**config.mk**
```make
export PLATFORM = sky130hd
export DESIGN_NAME = vector_mult_stage_flat
export DESIGN_NICKNAME = d
export VERILOG_FILES = /design/src/rtl/vector_mult_stage_if.sv /design/src/rtl/vector_mult_stage.sv /design/src/flat_wrapper.sv
export SDC_FILE = /design/constraint.sdc
export NUM_CORES = 1
export LEC_CHECK = 0
export BUFFER_PORTS_ARGS = -buffer_cell sky130_fd_sc_hd__buf_2
export CAP_MARGIN = 40
export CORE_MARGIN = 8
export CORE_UTILIZATION = 55
export CTS_BUF_LIST = sky130_fd_sc_hd__clkbuf_4 sky130_fd_sc_hd__clkbuf_8
export CTS_CLUSTER_DIAMETER = 200
export DETAILED_ROUTE_END_ITERATION = 10
export MAX_ROUTING_LAYER = met4
export PLACE_DENSITY = 0.9
export SLEW_MARGIN = 20
export SYNTH_ARGS = -nofsm -noshare
export SYNTH_HDL_FRONTEND = slang
export SYNTH_SLANG_ARGS = --single-unit
```
**constraint.sdc**
```tcl
create_clock -name Clock -period 4.47 [get_ports Clock]
set_input_delay 0.6705 -clock Clock [delete_from_list [all_inputs] [get_ports Clock]]
set_output_delay 0.6705 -clock Clock [all_outputs]
set_load 0.01 [all_outputs]
```
**src/rtl/vector_mult_stage_if.sv**
```systemverilog
// rtl/vector_mult_stage_if.sv - operand-in / product-out handshake bundle for vector_mult_stage
interface vector_mult_stage_if #(
  parameter int DIM = 4,
  parameter int W_a = 8,
  parameter int W_b = 8
);
  logic [DIM*W_a-1:0]       a;
  logic [DIM*W_b-1:0]       b;
  logic                     inValid;
  logic                     inReady;
  logic [DIM*(W_a+W_b)-1:0] u;
  logic                     outValid;
  logic                     outReady;

  modport master (output a, b, inValid, outReady, input inReady, u, outValid);
  modport slave  (input a, b, inValid, outReady, output inReady, u, outValid);
endinterface

```
**src/rtl/vector_mult_stage.sv**
```systemverilog
// rtl/vector_mult_stage.sv - elementwise multiply feeding vectorSum, LANES shared multipliers over DIM/LANES passes
module vector_mult_stage #(
  parameter int DIM   = 4,
  parameter int W_a   = 8,
  parameter int W_b   = 8,
  parameter int LANES = 2
) (
  input  logic               Clock,
  input  logic               Reset_n,
  vector_mult_stage_if.slave link
);
  localparam int W_p    = W_a + W_b;
  localparam int PASSES = DIM / LANES;
  localparam int PW     = (PASSES > 1) ? $clog2(PASSES) : 1;

  localparam logic [1:0] IDLE = 2'd0;
  localparam logic [1:0] BUSY = 2'd1;
  localparam logic [1:0] HOLD = 2'd2;

  generate
    if (DIM % LANES != 0) begin : g_bad_lanes
      $error("vector_mult_stage: DIM must be a multiple of LANES");
    end
  endgenerate

  logic [1:0]         state_q;
  logic [PW-1:0]      pass_q;
  logic [DIM*W_a-1:0] a_q;
  logic [DIM*W_b-1:0] b_q;
  logic [DIM*W_p-1:0] u_q;
  logic [W_p-1:0]     prod [LANES];
  int                 lane_base;
  logic               last_pass;

  // The LANES multipliers only ever see the captured operands, never the live inputs.
  always_comb begin
    lane_base = int'(pass_q) * LANES;
    for (int l = 0; l < LANES; l++) begin
      prod[l] = W_p'(a_q[(lane_base + l)*W_a +: W_a]) * W_p'(b_q[(lane_base + l)*W_b +: W_b]);
    end
  end

  assign last_pass = (pass_q == PW'(PASSES - 1));

  always_ff @(posedge Clock or negedge Reset_n) begin
    if (!Reset_n) begin
      state_q <= IDLE;
      pass_q  <= '0;
      a_q     <= '0;
      b_q     <= '0;
      u_q     <= '0;
    end else begin
      case (state_q)
        IDLE: begin
          if (link.inValid) begin
            a_q     <= link.a;
            b_q     <= link.b;
            pass_q  <= '0;
            state_q <= BUSY;
          end
        end
        BUSY: begin
          for (int l = 0; l < LANES; l++) begin
            u_q[(lane_base + l)*W_p +: W_p] <= prod[l];
          end
          if (last_pass) begin
            pass_q  <= '0;
            state_q <= HOLD;
          end else begin
            pass_q  <= pass_q + PW'(1);
          end
        end
        HOLD: begin
          if (link.outReady) state_q <= IDLE;
        end
        default: state_q <= IDLE;
      endcase
    end
  end

  // Handshake outputs depend on state only; reset gates inReady while asserted.
  assign link.inReady  = Reset_n && (state_q == IDLE);
  assign link.outValid = (state_q == HOLD);
  assign link.u        = u_q;
endmodule

```
**src/flat_wrapper.sv**
```systemverilog
// flat-port wrapper written by rule: the top's interface ports become plain ports
module vector_mult_stage_flat 
#(
  parameter int DIM   = 4,
  parameter int W_a   = 8,
  parameter int W_b   = 8,
  parameter int LANES = 2
)
  (Clock, Reset_n, link_a, link_b, link_inValid, link_outReady, link_inReady, link_u, link_outValid);
  vector_mult_stage_if #(.DIM(DIM), .W_a(W_a), .W_b(W_b)) link_i ();
  input  logic Clock;
  input  logic Reset_n;
  input wire logic [$bits(link_i.a)-1:0] link_a;
  input wire logic [$bits(link_i.b)-1:0] link_b;
  input wire logic [$bits(link_i.inValid)-1:0] link_inValid;
  input wire logic [$bits(link_i.outReady)-1:0] link_outReady;
  output wire logic [$bits(link_i.inReady)-1:0] link_inReady;
  output wire logic [$bits(link_i.u)-1:0] link_u;
  output wire logic [$bits(link_i.outValid)-1:0] link_outValid;
  assign link_i.a = link_a;
  assign link_i.b = link_b;
  assign link_i.inValid = link_inValid;
  assign link_i.outReady = link_outReady;
  assign link_inReady = link_i.inReady;
  assign link_u = link_i.u;
  assign link_outValid = link_i.outValid;
  vector_mult_stage #(.DIM(DIM), .W_a(W_a), .W_b(W_b), .LANES(LANES)) u_core (.Clock(Clock), .Reset_n(Reset_n), .link(link_i));
endmodule
```
**Word level (Yosys, flattened, before mapping)**

Cells that the tools add are included.

- Register bits after elaboration: 131
- Input bits: 68
- Output and inout bits: 66
- Word-level logic and storage cells: 39

- Add/subtract/negate cells: 4
- $mul: 2
- Equal/unequal tests: 5
- Shifts and indexed selects: 8
- Multiplexer cells: 9
- Reductions and logical operators: 6

Operator list:

| kind | count |
|---|---|
| $bwmux 64 | 2 |
| $shift 16x33->64 const A | 2 |
| $shiftx 16x33->64 | 2 |
| $shiftx 32x32->8 | 2 |
| $shiftx 32x6->8 | 2 |
| $neg 32->33 | 1 |
| $neg 6->33 | 1 |
| $mul 8x8->16 | 2 |
| $mux 2 | 3 |
| $pmux 2 s3 | 1 |
| $ne 2x2->1 const B | 2 |
| $reduce_and 2->1 | 2 |
| $add 2x1->3 const B | 1 |
| $reduce_and 3->1 | 1 |
| $eq 2x1->1 const B | 1 |
| $eq 2x2->1 const B | 1 |
| $logic_not 2->1 | 1 |
| $mux 1 | 2 |
| $ne 2x1->1 const B | 1 |
| $pmux 1 s2 | 1 |
| $reduce_bool 2->1 | 1 |
| $add 1x1->1 const B | 1 |
| $logic_and 1x1->1 | 1 |

**Logic depth before layout (Yosys ltp)**

- Depth after elaboration: 5
- Mapped depth: 17
- Gate-level depth less buffers: 15

**Worst setup path after synthesis**

OpenSTA, ideal clock, no wires.

- Kind: register to register
- Start point: reg u_core.pass_q, in the netlist u_core.last_pass
- End point: reg u_core.u_q[44], in the netlist u_core.link.u[44]
- Library setup time: 0.087 ns
- Data arrival time: 4.849 ns
- Data required time: 4.383 ns
- Slack: -0.466 ns
- Cell stages (with the launch flop): 17
- Buffers on the path: 2
- Clock period less this slack: 4.936 ns
- Path through: dfrtp_1 -> buf_4 -> buf_2 -> mux2i_1 -> or2_2 -> fa_1 -> fa_1 -> inv_1 -> fa_1 -> inv_1 -> fa_1 -> inv_1 -> ha_1 -> o211ai_2 -> o211a_1 -> or4_1 -> o211ai_1

- Word-level cells in the longest chain between the ends: 5
- Elaborated cells between the ends (all ways): 15
- Classes of those cells: 3 x add/sub; 2 x mul; 8 x shift; 2 x mux

Ends and longest elaborated chain:

| what | line | RTL |
|---|---|---|
| start, declared | vector_mult_stage.sv:27 | `logic [PW-1:0] pass_q;` |
| start signal, assigned | vector_mult_stage.sv:70 | `pass_q <= pass_q + PW'(1);` |
| $add 2x1->3 / $shiftx 32x6->8 (equally long branches) | vector_mult_stage.sv:39, vector_mult_stage.sv:64 |  |
| $shiftx 32x32->8 / $mul 8x8->16 (equally long branches) | vector_mult_stage.sv:39 | `prod[l] = W_p'(a_q[(lane_base + l)*W_a +: W_a]) * W_p'(b_q[(lane_base + l)*W_b +: W_b]);` |
| $mul 8x8->16 / $shiftx 16x33->64 (equally long branches) | vector_mult_stage.sv:39, vector_mult_stage.sv:64 |  |
| $shiftx 16x33->64 / $bwmux 64 (equally long branches) | vector_mult_stage.sv:64 | `u_q[(lane_base + l)*W_p +: W_p] <= prod[l];` |
| $bwmux 64 (*) | vector_mult_stage.sv:64 |  |
| end signal, assigned by index | vector_mult_stage.sv:64 |  |
| end, declared | vector_mult_stage.sv:30 | `logic [DIM*W_p-1:0] u_q;` |

Mark *: on every way between the ends. The rest lies on a longest branch, timed or not.
A chain may end at the register's enable or synchronous reset.

**Final worst setup path**

Same ends and word-level chain as after synthesis.

==> impl_metrics.json <==
{
  "hp-class": "input pin to asynchronous set/reset pin",
  "synthArstFlopShare_pct": 100,
  "rows": 48,
  "port_buffers": 133,
  "fillerInstances": 1138,
  "maxCapViolations": 0,
  "synth_most_common_cell": "dfrtp_1",
  "drc_errors": 0,
  "grt_use_total_pct": 24.8,
  "setup-violations-final": 28,
  "outcome": "finished, violations left",
  "wirelength_mm": 26.2,
  "grt_util_met1_pct": 31.7,
  "first_iter_violations": 691,
  "synth_warnings": 0,
  "synth_commonest_cells": "131 x dfrtp_1, 103 x nor2_1, 100 x inv_1",
  "finalCritPeriodShare_pct": 106,
  "rsz0062_at_grt": "true",
  "ant_nets": 0,
  "synth_cells": 958,
  "layout.nets": 1403,
  "drtPass1Iterations": 5,
  "cts_tree": "yes",
  "clock_path_buffers": 2,
  "design.core.area_sq_um": 17200,
  "synth-seq-cells": 131,
  "end_kind": "register",
  "crit_family": "adder cells",
  "cp.arrival_ns": 5.11,
  "grt_overflow": 0,
  "crit_slowest_cell": "fa_1",
  "die_height_microns": 149,
  "syn_nets": 1170,
  "clk_pin_slew_ns": 0.08,
  "fin_ws_ns": -0.263,
  "grt_pass1_wl_mm": 42.8,
  "cts.sinks": 131,
  "start_util_pct": 56.2,
  "cts.htree.levels": 4,
  "synth_seq_area_share_pct": 33.9,
  "dp_hpwl_mm": 19.4,
  "required_ns": 4.85,
  "grt_pass1_vias": 8672,
  "synth_top_area_share_pct": 33.9,
  "violations": "setup timing",
  "antenna_found_initial": 1,
  "mappedNetlistArea_sq_um": 9680,
  "cp_common_cell": "fa_1",
  "cts_root_buffer": "clkbuf_8",
  "die_w_microns": 149,
  "crit_type": "register to register",
  "vias": 8099,
  "wire_per_inst_microns": 18.3,
  "critPathMaxFanout": 10,
  "final.setup_skew_ns": 0.0116,
  "synth_edf_count": 0,
  "top_usage_layer": "met2",
  "hold_slack_ns": 0.185,
  "worst_pin_slew_ns": 0.772,
  "synth.avg_cell_area_sq_um": 10.1,
  "netlist-cell-type-count": 46,
  "io_pins": 134,
  "grtUsageMet3_pct": 4.31,
  "period_minus_slack_ns": 4.73,
  "max_freq_ghz": 0.211,
  "final_max_slew_viol_count": 0,
  "slew_headroom_pct": 48.5,
  "place_congestion": 0.910,
  "grt_max_degree": 68,
  "synth_ff_type": "dfrtp_1",
  "hold_viol": 0,
  "numCtsBuffers": 17,
  "synth.largest_area_cell": "dfrtp_1",
  "crit_buf_inv": 4,
  "slowest_delay_ns": 0.57,
  "grt.met2_usage_pct": 38.5,
  "synthTopCellsByArea": "dfrtp_1 34%, fa_1 15%, ha_1 9.3%",
  "drive_gt1_share_pct": 40.2,
  "cp-start-kind": "register",
  "clk_latency_ns": 0.47,
  "path_cells": "buf_12 -> mux2i_4 -> buf_6 -> nor2_4 -> fa_1 -> fa_1 -> fa_1 -> inv_2 -> fa_1 -> inv_2 -> ha_4 -> a21o_1 -> o21ai_2 -> or4_1 -> o211ai_1",
  "syn_to_final_growth_pct": 30.0,
  "cts-hold-fix-buffers": 0,
  "viasPerCell": 5.66,
  "die-area_sq_um": 22100
}
==> flip-flops by register name (all words and copies together), names as in the netlist <==
register / cells
u_core.state_q: 2
u_core.link.u: 64
u_core.last_pass: 1
u_core.b_q: 32
u_core.a_q: 32
==> cells in the final DEF (no fill, tap or decap), drive strengths merged, types with 7 or more instances in the layout <==
cell type    n
buf        250
dfrtp      131
nor2       103
inv        101
nand2       95
fa          72
ha          72
mux2        65
mux2i       36
o21ai       34
or2         33
nand3       26
a21oi       24
clkbuf      20
nor3        12
o211ai      12
a211oi      10
o2111ai      8
o31ai        8
xnor2        8
nand2b       7
==> worst paths after layout <==
path	startpoint	to	slack [ns]	cells past startpoint
max reg2reg	u_core.last_pass	u_core.link.u[44]	-0.26	15
max	u_core.last_pass	u_core.link.u[44]	-0.26	15
max in group asynchronous	Reset_n	u_core.b_q[24]	2.69	3
min in group Clock	link_outReady	u_core.state_q[1]	0.43	2
min reg2reg	u_core.link.u[50]	u_core.link.u[50]	0.47	2
min	Reset_n	u_core.a_q[20]	0.18	1
==> metal layers <==
metal | share of wire [%] | up-vias
li1 | - | 3717
met5 | 0 | -
met1 | 44 | 4001
met3 | 6.0 | 58
met4 | 2.7 | 0
met2 | 48 | 323
==> cell families (layout without fill, tap and decap cells) <==
kind of cell | count (synthesis) | in the layout | share of synthesized area, %
xor gates and xnor gates | 14 | 14 | 1.27
and+or+nand+nor | 306 | 306 | 14.5
other | 0 | 1 | 0
AOI/OAI and AO/OA | 126 | 126 | 9.15
DFF | 131 | 131 | 33.9
adders and majority gates | 144 | 144 | 24.2
muxes | 101 | 101 | 11.3
buffers and inverters | 136 | 382 | 5.71
==> per-stage QoR <==
stage	setup slack [ns]	util, %	instance area, sq um	std cells	setup TNS [ns]
after global placement	-0.0919	67.6	11700	1384	-1.09
after floorplan	-0.0354	-	10100	958	-0.0354
final	-0.263	73.0	12600	1430	-4.71
after CTS	-0.203	71.5	12300	1423	-3.30
after global routing	-0.398	73.0	12600	1430	-9.68
after detailed placement	-0.244	67.8	11700	1386	-5.59
==> repair_timing <==
action	4_1_cts	5_1_grt
pin swaps	2	12
setup endpoints to repair	36	38
resized for setup	38	50
buffers inserted	5	5
==> cell type report <==
type / instances / area [sq um] / share of cell area [%]
Inverter: 100 / 375 / 2.98
Clock inverter: 12 / 154 / 1.22
Sequential cell: 131 / 3280 / 26.1
Multi-Input combinational cell: 691 / 6590 / 52.3
Antenna cell: 1 / 2.50 / 0.0199
Timing Repair Buffer: 250 / 1630 / 12.9
Clock buffer: 20 / 275 / 2.19
Tap cell: 225 / 282 / 2.24
Power is left out: the tool's default activity adds up to more than one toggle a clock period on the data nets, which glitch-free logic cannot reach.
